`config.mk`:
```
export PLATFORM = sky130hd
export DESIGN_NAME = gpp_rtr_tx_packetizer
export DESIGN_NICKNAME = d
export VERILOG_FILES = /design/src/rtl/gpp_net_pkg.sv /design/src/rtl/gpp_rtr_tx_fifo.sv /design/src/rtl/gpp_rtr_tx_packetizer.sv
export SDC_FILE = /design/constraint.sdc
export NUM_CORES = 1
export LEC_CHECK = 0
export ABC_AREA = 1
export CORE_ASPECT_RATIO = 1.4
export CORE_MARGIN = 3
export CORE_UTILIZATION = 58
export DETAILED_ROUTE_END_ITERATION = 10
export PLACE_DENSITY = 0.84
export SLEW_MARGIN = 40
export SYNTH_ARGS = -nofsm -noshare
export SYNTH_HDL_FRONTEND = slang
export SYNTH_HIERARCHICAL = 1
export SYNTH_SLANG_ARGS = --single-unit
```
`constraint.sdc`:
```
create_clock -name clk -period 3.12 [get_ports clk]
set_input_delay 0.468 -clock clk [delete_from_list [all_inputs] [get_ports clk]]
set_output_delay 0.468 -clock clk [all_outputs]
set_load 0.02 [all_outputs]
```
`src/rtl/gpp_net_pkg.sv`:
```
// Shared types for the GPP -> photonic router transmit path.
// Defining GPP_RTR_TX_PARITY_EN adds the PAR state for the optional parity flit.
package gpp_net_pkg;

  localparam int FLIT_W = 8;
  localparam int WORD_W = 16;

  typedef enum logic {
    DATA = 1'b0,
    CTRL = 1'b1
  } pkt_type_e;

  typedef struct packed {
    pkt_type_e  ptype;
    logic [2:0] dest;
    logic [3:0] seq;
  } hdr_flit_t;

  typedef struct packed {
    pkt_type_e         ptype;
    logic [2:0]        dest;
    logic [WORD_W-1:0] data;
  } fifo_entry_t;

  typedef enum logic [2:0] {
    IDLE,
    HDR,
    PAY_HI,
`ifdef GPP_RTR_TX_PARITY_EN
    PAY_LO,
    PAR
`else
    PAY_LO
`endif
  } tx_state_e;

  function automatic logic [FLIT_W-1:0] make_hdr(input fifo_entry_t e, input logic [3:0] seq);
    hdr_flit_t h;
    h.ptype = e.ptype;
    h.dest  = e.dest;
    h.seq   = seq;
    return h;
  endfunction

endpackage

```
`src/rtl/gpp_rtr_tx_fifo.sv`:
```
// Synchronous word FIFO with combinational head output; pushes when full and
// pops when empty are ignored. DEPTH must be a power of two so pointers wrap freely.
module gpp_rtr_tx_fifo
  import gpp_net_pkg::*;
#(
  parameter int DEPTH = 4,
  parameter int W     = $bits(fifo_entry_t)
) (
  input  logic                     clk,
  input  logic                     rst,
  input  logic                     push_i,
  input  logic [W-1:0]             wdata_i,
  input  logic                     pop_i,
  output logic [W-1:0]             rdata_o,
  output logic                     full_o,
  output logic                     empty_o,
  output logic [$clog2(DEPTH):0]   count_o
);

  localparam int AW = $clog2(DEPTH);

  logic [W-1:0]  mem_q [DEPTH];
  logic [AW-1:0] wr_ptr_q, rd_ptr_q;
  logic [AW:0]   count_q;
  logic          do_push, do_pop;

  assign full_o  = (count_q == (AW+1)'(DEPTH));
  assign empty_o = (count_q == '0);
  assign count_o = count_q;
  assign rdata_o = mem_q[rd_ptr_q];

  // Full is checked before any same-cycle pop, so there is no bypass path.
  assign do_push = push_i && !full_o;
  assign do_pop  = pop_i && !empty_o;

  always_ff @(posedge clk) begin
    if (do_push) mem_q[wr_ptr_q] <= wdata_i;
  end

  always_ff @(posedge clk) begin
    if (!rst) begin
      wr_ptr_q <= '0;
      rd_ptr_q <= '0;
      count_q  <= '0;
    end else begin
      if (do_push) wr_ptr_q <= wr_ptr_q + AW'(1);
      if (do_pop)  rd_ptr_q <= rd_ptr_q + AW'(1);
      case ({do_push, do_pop})
        2'b10:   count_q <= count_q + (AW+1)'(1);
        2'b01:   count_q <= count_q - (AW+1)'(1);
        default: count_q <= count_q;
      endcase
    end
  end

endmodule

```
`src/rtl/gpp_rtr_tx_packetizer.sv`:
```
// Buffers GPP words and serializes each into header/payload-hi/payload-lo flits.
// With GPP_RTR_TX_PARITY_EN defined a fourth parity flit closes each packet.
module gpp_rtr_tx_packetizer
  import gpp_net_pkg::*;
#(
  parameter int         FIFO_DEPTH = 4,
  parameter logic [2:0] NODE_ID    = 3'd0
) (
  input  logic                          clk,
  input  logic                          rst,
  input  logic                          push_valid,
  output logic                          push_ready,
  input  logic                          push_type,
  input  logic [2:0]                    push_dest,
  input  logic [15:0]                   push_data,
  output logic                          tx_valid,
  input  logic                          tx_ready,
  output logic [FLIT_W-1:0]             tx_flit,
  output logic                          tx_last,
  output logic [$clog2(FIFO_DEPTH):0]   fifo_count,
  output logic                          busy,
  output logic                          self_dest_drop
);

  fifo_entry_t     wr_entry, head;
  logic            fifo_full, fifo_empty, pop;
  logic            head_self, fire, last_fire, pop_load, pop_drop;
  logic [3:0]      hdr_seq;

  tx_state_e       state_q;
  logic [3:0]      seq_q;
  logic            tx_valid_q, tx_last_q, drop_q;
  logic [FLIT_W-1:0] tx_flit_q, pay_hi_q, pay_lo_q;
`ifdef GPP_RTR_TX_PARITY_EN
  logic [FLIT_W-1:0] par_q;
`endif

  assign wr_entry.ptype = pkt_type_e'(push_type);
  assign wr_entry.dest  = push_dest;
  assign wr_entry.data  = push_data;

  gpp_rtr_tx_fifo #(
    .DEPTH (FIFO_DEPTH),
    .W     ($bits(fifo_entry_t))
  ) u_fifo (
    .clk     (clk),
    .rst     (rst),
    .push_i  (push_valid),
    .wdata_i (wr_entry),
    .pop_i   (pop),
    .rdata_o (head),
    .full_o  (fifo_full),
    .empty_o (fifo_empty),
    .count_o (fifo_count)
  );

  // tx_last is only ever high in the final state, so it marks packet completion.
  assign fire      = tx_valid_q && tx_ready;
  assign last_fire = fire && tx_last_q;
  assign head_self = (head.dest == NODE_ID);
  assign pop_load  = !fifo_empty && !head_self && ((state_q == IDLE) || last_fire);
  assign pop_drop  = !fifo_empty && head_self && (state_q == IDLE);
  assign pop       = pop_load || pop_drop;
  assign hdr_seq   = (state_q == IDLE) ? seq_q : seq_q + 4'd1;

  always_ff @(posedge clk) begin
    if (!rst) begin
      state_q    <= IDLE;
      seq_q      <= '0;
      tx_valid_q <= 1'b0;
      tx_last_q  <= 1'b0;
      tx_flit_q  <= '0;
      drop_q     <= 1'b0;
      pay_hi_q   <= '0;
      pay_lo_q   <= '0;
`ifdef GPP_RTR_TX_PARITY_EN
      par_q      <= '0;
`endif
    end else begin
      drop_q <= pop_drop;
      if (last_fire) seq_q <= seq_q + 4'd1;
      if (pop_load) begin
        state_q    <= HDR;
        tx_valid_q <= 1'b1;
        tx_last_q  <= 1'b0;
        tx_flit_q  <= make_hdr(head, hdr_seq);
        pay_hi_q   <= head.data[15:8];
        pay_lo_q   <= head.data[7:0];
`ifdef GPP_RTR_TX_PARITY_EN
        par_q      <= make_hdr(head, hdr_seq) ^ head.data[15:8] ^ head.data[7:0];
`endif
      end else begin
        case (state_q)
          HDR: if (fire) begin
            state_q   <= PAY_HI;
            tx_flit_q <= pay_hi_q;
          end
          PAY_HI: if (fire) begin
            state_q   <= PAY_LO;
            tx_flit_q <= pay_lo_q;
`ifdef GPP_RTR_TX_PARITY_EN
            tx_last_q <= 1'b0;
`else
            tx_last_q <= 1'b1;
`endif
          end
`ifdef GPP_RTR_TX_PARITY_EN
          PAY_LO: if (fire) begin
            state_q   <= PAR;
            tx_flit_q <= par_q;
            tx_last_q <= 1'b1;
          end
          PAR: if (fire) begin
`else
          PAY_LO: if (fire) begin
`endif
            state_q    <= IDLE;
            tx_valid_q <= 1'b0;
            tx_last_q  <= 1'b0;
            tx_flit_q  <= '0;
          end
          default: ;
        endcase
      end
    end
  end

  assign push_ready     = !fifo_full;
  assign tx_valid       = tx_valid_q;
  assign tx_flit        = tx_flit_q;
  assign tx_last        = tx_last_q;
  assign self_dest_drop = drop_q;
  assign busy           = (state_q != IDLE) || !fifo_empty;

endmodule

```
==> out/qor.yml <==
outcome: "completed"
total_power_mw: 5.85
cp_max_fo: 10
layout.cells.non_filler: 650
drcViolationCount: 0
critPathCapture: "u_fifo/count_o[2]"
avgViaCountPerCell: 5.74
ant_nets: 0
rsz0062_at_grt: "no"
antenna_cells: 0
worst_slack_ps: 297
slowest_delay_ps: 500
drt_iter0_drc: 346
post-route-min-period_ps: 2820
tightest_slew_ps: 499
fp.dieH_um: 117
initial_utilization_pct: 61.0
tns_ps: 0
power_density_mw_per_mm2: 959
routed_wl_mm: 10.5
postSynthAreaPerCell_um2: 10.5
dpl.hpwl_mm: 6.54
h-tree-depth: 4
clock-root-buffer: "clkbuf_16"
hold_violations: 0
max_slew_margin_pct: 66.7
finalInstanceArea_mm2: 0.00610
hold_path_class: "reg2reg"
placement.cell_area_mm2: 0.00557
gp_congestion: 0.827
synth_flop_cell: "edfxtp_1"
cp.depth: 17
final_nets: 566
dp_slack_ps: 324
cts_setup_buffers: 0
coreArea_mm2: 0.00834
synthTopCellsByCount: "edfxtp_1 (80), nand2_1 (64), nor2_1 (62)"
r2r_cells: 17
firstDrtPassIters: 7
wire_per_inst_um: 16.1
drive_above_1_share_pct: 12.0
grt_max_degree: 37
worstReg2RegEnd: "u_fifo/count_o[2]"
synthCells: 487
synth-seq-area-share_pct: 63.7
p_leak_nw: 2.33
synth_edf_count: 80
fillers: 533
synth_top_cell_by_area: "edfxtp_1"
ys_types: 34
worstSetupPathType: "reg2reg"
whs_ps: 466
die_w_um: 85.2
cp_num_buf_inv: 4
ys_warn_count: 6
io_pins: 40
antenna_found_initial: 0
dp.cells: 618
max-clock-path-buffers: 2
cpLargestDelayFamily: "simple AND/OR/NAND/NOR gates"
io_buffers: 39
yosysTopAreaCellShare_pct: 47.2
vias: 3731
start_kind: "flip-flop"
final_util_pct: 73.1
ctsHoldBuffers: 0
fin_worst_skew_ps: 6.21
crit_chain: "inv_2 -> o21ai_1 -> o22ai_1 -> nor2_1 -> nand4_1 -> nand2_1 -> nand2_1 -> inv_1 -> ha_1 -> inv_1 -> fa_1 -> inv_1 -> nand2_1 -> nand3_1 -> nand2_1 -> nand2_1 -> nor2_1"
synthesis.nets: 518
synth_area_mm2: 0.00509
cts.repair.resized: 0
reg2reg_setup_slack_ps: 300
grt_pass1_vias: 3698
cts_buffers: 17
syn_to_final_growth_pct: 19.9
cts_tree: "yes"
synthTopCellsByArea: "edfxtp_1 (47%), dfxtp_1 (17%), o21ai_1 (4.9%)"
max_freq_mhz: 354
required_ps: 3420
critPathSlowestCell: "dfxtp_1"
grt-ovfl-total: 0
post-synth-top-count-cell: "edfxtp_1"
die-area_mm2: 0.00995
grt_usage_pct: 23.0
cts_sinks: 122
clk_latency_ps: 410
synthArstFlopShare_pct: 0
irDropWorstVdd_mv: 0.664
cp_data_arrival_time_ps: 3130
final-setup-viol-count: 0
synth_seq_cells: 122
maxCapViolCount: 0
path_common_cell: "nand2_1"
row_count: 39
final-max-slew-violation-count: 0
grt_pass1_wl_mm: 17.3
clkTransAtPathRegs_ps: 50
fin_crit_sh_pct: 90.5
end_kind: "flip-flop"
-- area by class of cell --
type	instances	area (µm²)	share of cell area, %
clock buffer	17	425	6.97
clock inverter	15	110	1.80
inverter	53	218	3.57
multi-input combinational	292	1510	24.8
sequential	122	3240	53.1
tap	102	128	2.09
timing repair buffer	49	465	7.63
-- where the power goes --
part / internal [mW] / switching [mW]
Combinational: 0.688 / 1.29
Sequential: 2.01 / 0.129
Clock: 1.07 / 0.667
Total: 3.77 / 2.08
-- kinds of logic after synthesis --
kind of cell	Yosys count	synth area share [%]
flops	122	63.7
simple gates	167	15.3
fa+ha+maj	7	1.87
buf+inv	73	6.56
xor+xnor	1	0.172
compound gates	117	12.4
-- registers in the layout (all words and copies together) (netlist names), named ones only --
signal,count
pay_lo_q,8
pay_hi_q,8
u_fifo/rd_ptr_q,2
tx_valid,1
seq_q,4
u_fifo/wr_ptr_q,2
u_fifo/mem_q,80
u_fifo/count_o,3
self_dest_drop,1
tx_flit,8
tx_last,1
state_q,2
-- worst min path at each step --
stage / cells past startpoint / from / endpoint / slack (ps)
floorplan: 2 / pay_lo_q[2] / pay_lo_q[2] / 430
global placement: 2 / pay_lo_q[4] / pay_lo_q[4] / 440
detailed placement: 2 / pay_lo_q[2] / pay_lo_q[2] / 450
CTS: 2 / pay_lo_q[2] / pay_lo_q[2] / 460
global route: 2 / pay_lo_q[2] / pay_lo_q[2] / 470
finish: 2 / pay_hi_q[7] / pay_hi_q[7] / 470
-- layout by cell type (no fill, tap or decap), types with 3 or more instances in the layout --
cell,n
nand2_4,3
a21oi_1,25
o21ai_0,16
clkinv_1,3
inv_1,47
nand2_2,4
o22ai_1,22
clkinvlp_4,4
clkdlybuf4s50_1,39
nand2_1,64
edfxtp_1,80
inv_2,3
nand3_1,16
nand3_2,6
buf_4,10
clkinv_2,6
or2_0,3
clkbuf_16,17
ha_1,6
dfxtp_1,42
o21ai_1,50
nor2_1,62
-- routing by layer --
| layer | GRT usage, % | vias to the layer above | wire length, µm |
|---|---|---|---|
| met4 | 14.8 | 0 | 315 |
| met2 | 39.2 | 148 | 5430 |
| li1 | - | 1773 | - |
| met5 | 0 | - | 0 |
| met1 | 25.4 | 1774 | 4110 |
| met3 | 6.16 | 36 | 639 |
-- worst min-delay path, delay by kind of cell, from the launching register on --
kind / cells / cell delay, ps
and+or+nand+nor: 1 / 60
DFF: 1 / 300
AOI/OAI and AO/OA: 1 / 50
(Power assumes the default switching activity.)
